File: src/rtl/election_tally_pkg.sv
// Shared types for the election tally engine: FSM state encoding and decision-mode constants.
package election_pkg;

  typedef enum logic [1:0] {
    IDLE    = 2'd0,
    COLLECT = 2'd1,
    DONE    = 2'd2
  } state_t;

  localparam int MODE_ABSOLUTE = 0;
  localparam int MODE_RELATIVE = 1;

endpackage

File: src/rtl/election_tally_popcount.sv
// Combinational population count of a W-bit vector.
module popcount #(
  parameter int W  = 7,
  parameter int CW = $clog2(W + 1)
) (
  input  logic [W-1:0]  bits,
  output logic [CW-1:0] count
);

  always_comb begin
    count = '0;
    for (int i = 0; i < W; i++) begin
      count = count + CW'(bits[i]);
    end
  end

endmodule

File: src/rtl/election_tally.sv
// Multi-cycle yes/no ballot collector and tally with absolute or relative majority verdict.
// Optional collection-window timeout is built when VOTE_TIMEOUT_EN is defined.
module election_tally
  import election_pkg::*;
#(
  parameter int N_VOTERS       = 7,
  parameter int MODE           = MODE_ABSOLUTE,
  parameter int TIMEOUT_CYCLES = 16,
  parameter int CNT_W          = $clog2(N_VOTERS + 1)
) (
  input  logic                clk,
  input  logic                rst_n,
  input  logic                start,
  input  logic [N_VOTERS-1:0] vote_valid,
  input  logic [N_VOTERS-1:0] vote_yes,
  output logic                busy,
  output logic                result_valid,
  output logic                result,
  output logic                tie,
  output logic                timed_out,
  output logic [CNT_W-1:0]    yes_count,
  output logic [CNT_W-1:0]    no_count,
  output state_t              state
);

  logic [N_VOTERS-1:0] voted_mask;
  logic [CNT_W-1:0]    yes_run;
  logic [CNT_W-1:0]    no_run;

  logic [N_VOTERS-1:0] new_votes;
  logic [N_VOTERS-1:0] new_yes;
  logic [N_VOTERS-1:0] new_no;
  logic [N_VOTERS-1:0] mask_next;
  logic [CNT_W-1:0]    yes_new;
  logic [CNT_W-1:0]    no_new;
  logic [CNT_W-1:0]    yes_next;
  logic [CNT_W-1:0]    no_next;
  logic                all_voted;
  logic                expire;
  logic                verdict;

  // Only first ballots count; repeats from a voter already in the mask are dropped.
  assign new_votes = vote_valid & ~voted_mask;
  assign new_yes   = new_votes & vote_yes;
  assign new_no    = new_votes & ~vote_yes;
  assign mask_next = voted_mask | new_votes;
  assign yes_next  = yes_run + yes_new;
  assign no_next   = no_run + no_new;
  assign all_voted = &mask_next;

  popcount #(.W(N_VOTERS), .CW(CNT_W)) u_pc_yes (.bits(new_yes), .count(yes_new));
  popcount #(.W(N_VOTERS), .CW(CNT_W)) u_pc_no  (.bits(new_no),  .count(no_new));

  always_comb begin
    if (MODE == MODE_RELATIVE) verdict = yes_next > no_next;
    else                       verdict = yes_next > CNT_W'(N_VOTERS / 2);
  end

`ifdef VOTE_TIMEOUT_EN
  localparam int TMO_W = (TIMEOUT_CYCLES > 1) ? $clog2(TIMEOUT_CYCLES) : 1;
  logic [TMO_W-1:0] tmo_cnt;

  assign expire = (tmo_cnt == TMO_W'(TIMEOUT_CYCLES - 1));

  // Completion in the expiry cycle wins, so timed_out is only set when the mask is still short.
  always_ff @(posedge clk or negedge rst_n) begin
    if (!rst_n) begin
      tmo_cnt   <= '0;
      timed_out <= 1'b0;
    end else if (state == IDLE && start) begin
      tmo_cnt <= '0;
    end else if (state == COLLECT) begin
      tmo_cnt <= tmo_cnt + TMO_W'(1);
      if (all_voted || expire) timed_out <= expire && !all_voted;
    end
  end
`else
  assign expire    = 1'b0;
  assign timed_out = 1'b0;
`endif

  always_ff @(posedge clk or negedge rst_n) begin
    if (!rst_n) begin
      state        <= IDLE;
      voted_mask   <= '0;
      yes_run      <= '0;
      no_run       <= '0;
      busy         <= 1'b0;
      result_valid <= 1'b0;
      result       <= 1'b0;
      tie          <= 1'b0;
      yes_count    <= '0;
      no_count     <= '0;
    end else begin
      result_valid <= 1'b0;
      case (state)
        IDLE: begin
          if (start) begin
            state      <= COLLECT;
            busy       <= 1'b1;
            voted_mask <= '0;
            yes_run    <= '0;
            no_run     <= '0;
          end
        end
        COLLECT: begin
          voted_mask <= mask_next;
          yes_run    <= yes_next;
          no_run     <= no_next;
          if (all_voted || expire) begin
            state        <= DONE;
            result_valid <= 1'b1;
            yes_count    <= yes_next;
            no_count     <= no_next;
            result       <= verdict;
            tie          <= (yes_next == no_next);
          end
        end
        DONE: begin
          state <= IDLE;
          busy  <= 1'b0;
        end
        default: begin
          state <= IDLE;
          busy  <= 1'b0;
        end
      endcase
    end
  end

endmodule

File: config.mk
export PLATFORM = sky130hd
export DESIGN_NAME = election_tally
export DESIGN_NICKNAME = d
export VERILOG_FILES = /design/src/rtl/election_tally_pkg.sv /design/src/rtl/election_tally_popcount.sv /design/src/rtl/election_tally.sv
export SDC_FILE = /design/constraint.sdc
export NUM_CORES = 1
export LEC_CHECK = 0
export BUFFER_PORTS_ARGS = -buffer_cell sky130_fd_sc_hd__buf_2
export CAP_MARGIN = 20
export CORE_ASPECT_RATIO = 0.5
export CORE_UTILIZATION = 50
export CTS_CLUSTER_SIZE = 8
export DETAILED_ROUTE_END_ITERATION = 6
export PLACE_DENSITY = 0.73
export SLEW_MARGIN = 20
export SYNTH_ARGS = -nofsm -noshare
export SYNTH_HDL_FRONTEND = slang
export SYNTH_HIERARCHICAL = 1
export SYNTH_SLANG_ARGS = --single-unit
File: constraint.sdc
create_clock -name clk -period 5 [get_ports clk]
set_input_delay 0.75 -clock clk [delete_from_list [all_inputs] [get_ports clk]]
set_output_delay 0.75 -clock clk [all_outputs]
set_load 0.05 [all_outputs]
==> flow_summary_export.csv <==
group,metric,value,unit
pwr,power_density,716.9,nW/um^2
timing,max_freq,240.0,MHz
drt,wire_per_inst,14.40,microns
synthesis,synth.top_cell.area_share,39.87,%
synthesis,synth_async_sr_flop_share,100.0,%
grt,met2_usage,31.93,%
clocking,clk_latency,0.28,ns
synthesis,synthTopCellsByCount,"inv_1 (27), dfrtp_1 (25), a21oi_1 (18)",
grt,globalRouteOverflowTotal,0,
synthesis,synth_warnings,6,
timing,period_share,83.33,%
clocking,cts_tree,"yes",
clocking,cts.sinks,25,
worst_setup_path,critical_path_class,"input port to flop",
final_layout,fin_nets,206,
timing,max-slew-margin-rel,61.90,%
clocking,cts.repair.resized,0,
die,dieArea,3380,sq um
synthesis,synth_edf_count,0,
clocking,cts_hold_buf,0,
timing,max_slew.worst_pin.slew,0.5714,ns
grt,grt_first_pass_wirelength,5250,microns
worst_setup_path,cp-start-kind,"input port",
synthesis,synth_area_leaders,"dfrtp_1 (40%), fa_1 (13%), inv_1 (6.5%)",
pwr,leakage,0.9343,nW
final_layout,drive_above_1_share,26.14,%
flow_run,cap_viol_max_count,0,
grt,met1_usage,30.80,%
final_layout,syn_to_final_growth,14.35,%
clocking,cts_buffers,3,
timing,final-hold-violation-count,0,
synthesis,yosysMostFrequentCell,"inv_1",
synthesis,yosys.area.top_type,"dfrtp_1",
clocking,clk_pin_slew,0.10,ns
grt,globalRoute.busiestLayer,"met2",
timing,setup_viol,0,
synthesis,syn_area_per_cell,10.75,sq um
timing,rsz0062_at_grt,"no",
clocking,cts_root_buffer,"clkbuf_8",
synthesis,netlist_area,1569,sq um
drt,drt_iter0_markers,46,
worst_setup_path,critPathMaxFanout,4,
synthesis,syn_nets,175,
drt,detail-route-antenna-nets,0,
timing,finalSetupTns,0,ns
grt,grt_max_degree,26,
die,core_area,2781,sq um
synthesis,ys_types,27,
final_layout,antennaDiodeCount,0,
die,rows,13,
placed_design,place.gp.congestion,0.8057,
run_status,run_status,"completed",
grt,grt_pass1_vias,1128,
timing,finalMaxSlewViolations,0,
grt,grt_antenna_before_repair,0,
drt,totalWireLength,3068,microns
worst_setup_path,crit_required,5.17,ns
pwr,ir_drop,0.0005557,V
drt,drc_errors,0,
grt,grtUsageMet3,7.033,%
timing,finClkSkew,0.008451,ns
worst_setup_path,crit_arrival,4.34,ns
timing,period_minus_slack,4.167,ns
drt,via_per_inst,5.305,
clocking,cts_setup_buffers,0,
synthesis,synthFlopType,"dfrtp_1",
worst_setup_path,end_kind,"flop",
drt,first_pass_iters,4,
timing,worst_hold_slack,0.4492,ns
clocking,cts.htree.levels,1,
die,start_util,56.41,%
synthesis,netlist_instances,146,
synthesis,seq_area_frac_synth,39.87,%
drt,vias,1130,
placed_design,dp_hpwl,2284,microns
die,die_height,41.61,microns
placed_design,io_buffers,28,
die,die_w,81.22,microns
grt,grt_usage,21.40,%
clocking,clock_path_buffers,2,
synthesis,synth-seq-cells,25,
die,io_pins,30,
worst_hold_path,holdCritPathClass,"input port to async pin",
==> final cells by class <==
cell class	instances	area (sq um)
Timing Repair Buffer	28	140.1
Clock inverter	1	8.758
Clock buffer	3	41.29
Multi-Input combinational cell	91	827.0
Fill cell	226	987.2
Tap cell	37	46.29
Inverter	28	105.1
Sequential cell	25	625.6
==> cells by family (layout without fill, tap and decap cells) <==
family                     count (synthesis)  after routing  share of synthesized area, %
and+or+nand+nor                           35             35                         14.51
xor gates and xnor gates                   7              7                         5.741
adders and majority gates                 12             12                         14.35
AOI/OAI and AO/OA                         28             28                         10.85
muxes                                      8              8                         7.018
buffers and inverters                     30             60                         7.416
DFF                                       25             25                         39.87
other                                      1              1                        0.2390
==> critical path: stages <==
cell     delay, ns
buf_2         0.12
nor3b_1       0.18
inv_1         0.09
fa_1          0.51
fa_1          0.51
inv_1         0.05
fa_1          0.37
fa_1          0.50
inv_1         0.06
fa_1          0.45
xnor3_2       0.27
xor2_1        0.17
nor3_2        0.06
mux2_4        0.26
==> state kept, by name, indices dropped and copies added (netlist names) <==
register      flops
busy              1
result            1
yes_run           3
voted_mask        7
yes_count         3
no_count          3
no_run            3
result_valid      1
tie               1
state             2
==> worst paths after layout <==
path | startpoint | to | slack, ns | depth (start not counted)
max | vote_valid[0] | tie | 0.83 | 14
min reg2reg | yes_run[1] | yes_run[1] | 0.49 | 2
min in group clk | yes_run[1] | yes_run[1] | 0.49 | 2
min | rst_n | yes_count[0] | 0.45 | 1
max reg2reg | voted_mask[0] | tie | 0.95 | 13
max in group asynchronous | rst_n | voted_mask[1] | 4.16 | 1
==> routing by layer <==
layer | share of wire, % | up-vias
met4 | 0 | 0
met2 | 47 | 27
met1 | 48 | 563
met5 | 0 | -
met3 | 5.8 | 0
li1 | - | 540
==> stage by stage <==
step / instances / util, % / setup slack [ns] / cell area [sq um] / power (mW)
2_1_floorplan: 146 / - / 0.8529 / 1569 / 0.9818
3_3_place_gp: 209 / 62.71 / 0.5895 / 1744 / 1.138
3_5_place_dp: 209 / 62.71 / 0.5335 / 1744 / 1.150
4_1_cts: 213 / 64.51 / 0.8250 / 1794 / 1.297
5_1_grt: 213 / 64.51 / 0.7046 / 1794 / 1.388
6_report: 213 / 64.51 / 0.8333 / 1794 / 1.286
==> cell usage in the layout, fill, tap and decap left out <==
cell      Yosys  final
nor4_4        1      1
dfrtp_1      25     25
nand2_1       6      6
a21oi_1      18     18
nor2_1       10     10
fa_1         10     10
mux2i_1       2      2
nand2_4       1      1
o21ai_0       4      4
o21ai_1       1      1
inv_1        27     27
xnor3_2       1      1
clkbuf_8      0      3
conb_1        1      1
xor2_1        5      5
a22o_1        2      2
inv_6         0      1
and3b_2       1      1
mux2_4        6      6
clkinv_1      1      1
buf_2         0     28
ha_1          2      2
nor3b_1       7      7
nor3_2        1      1
xnor3_1       1      1
nor3_1        2      2
and3b_1       6      6
o22ai_2       3      3
==> power by group <==
group | switching (mW) | internal (mW)
Sequential | 0.0885 | 0.297
Combinational | 0.466 | 0.304
Clock | 0.0725 | 0.0585
Power figures use the tool's default switching activity.
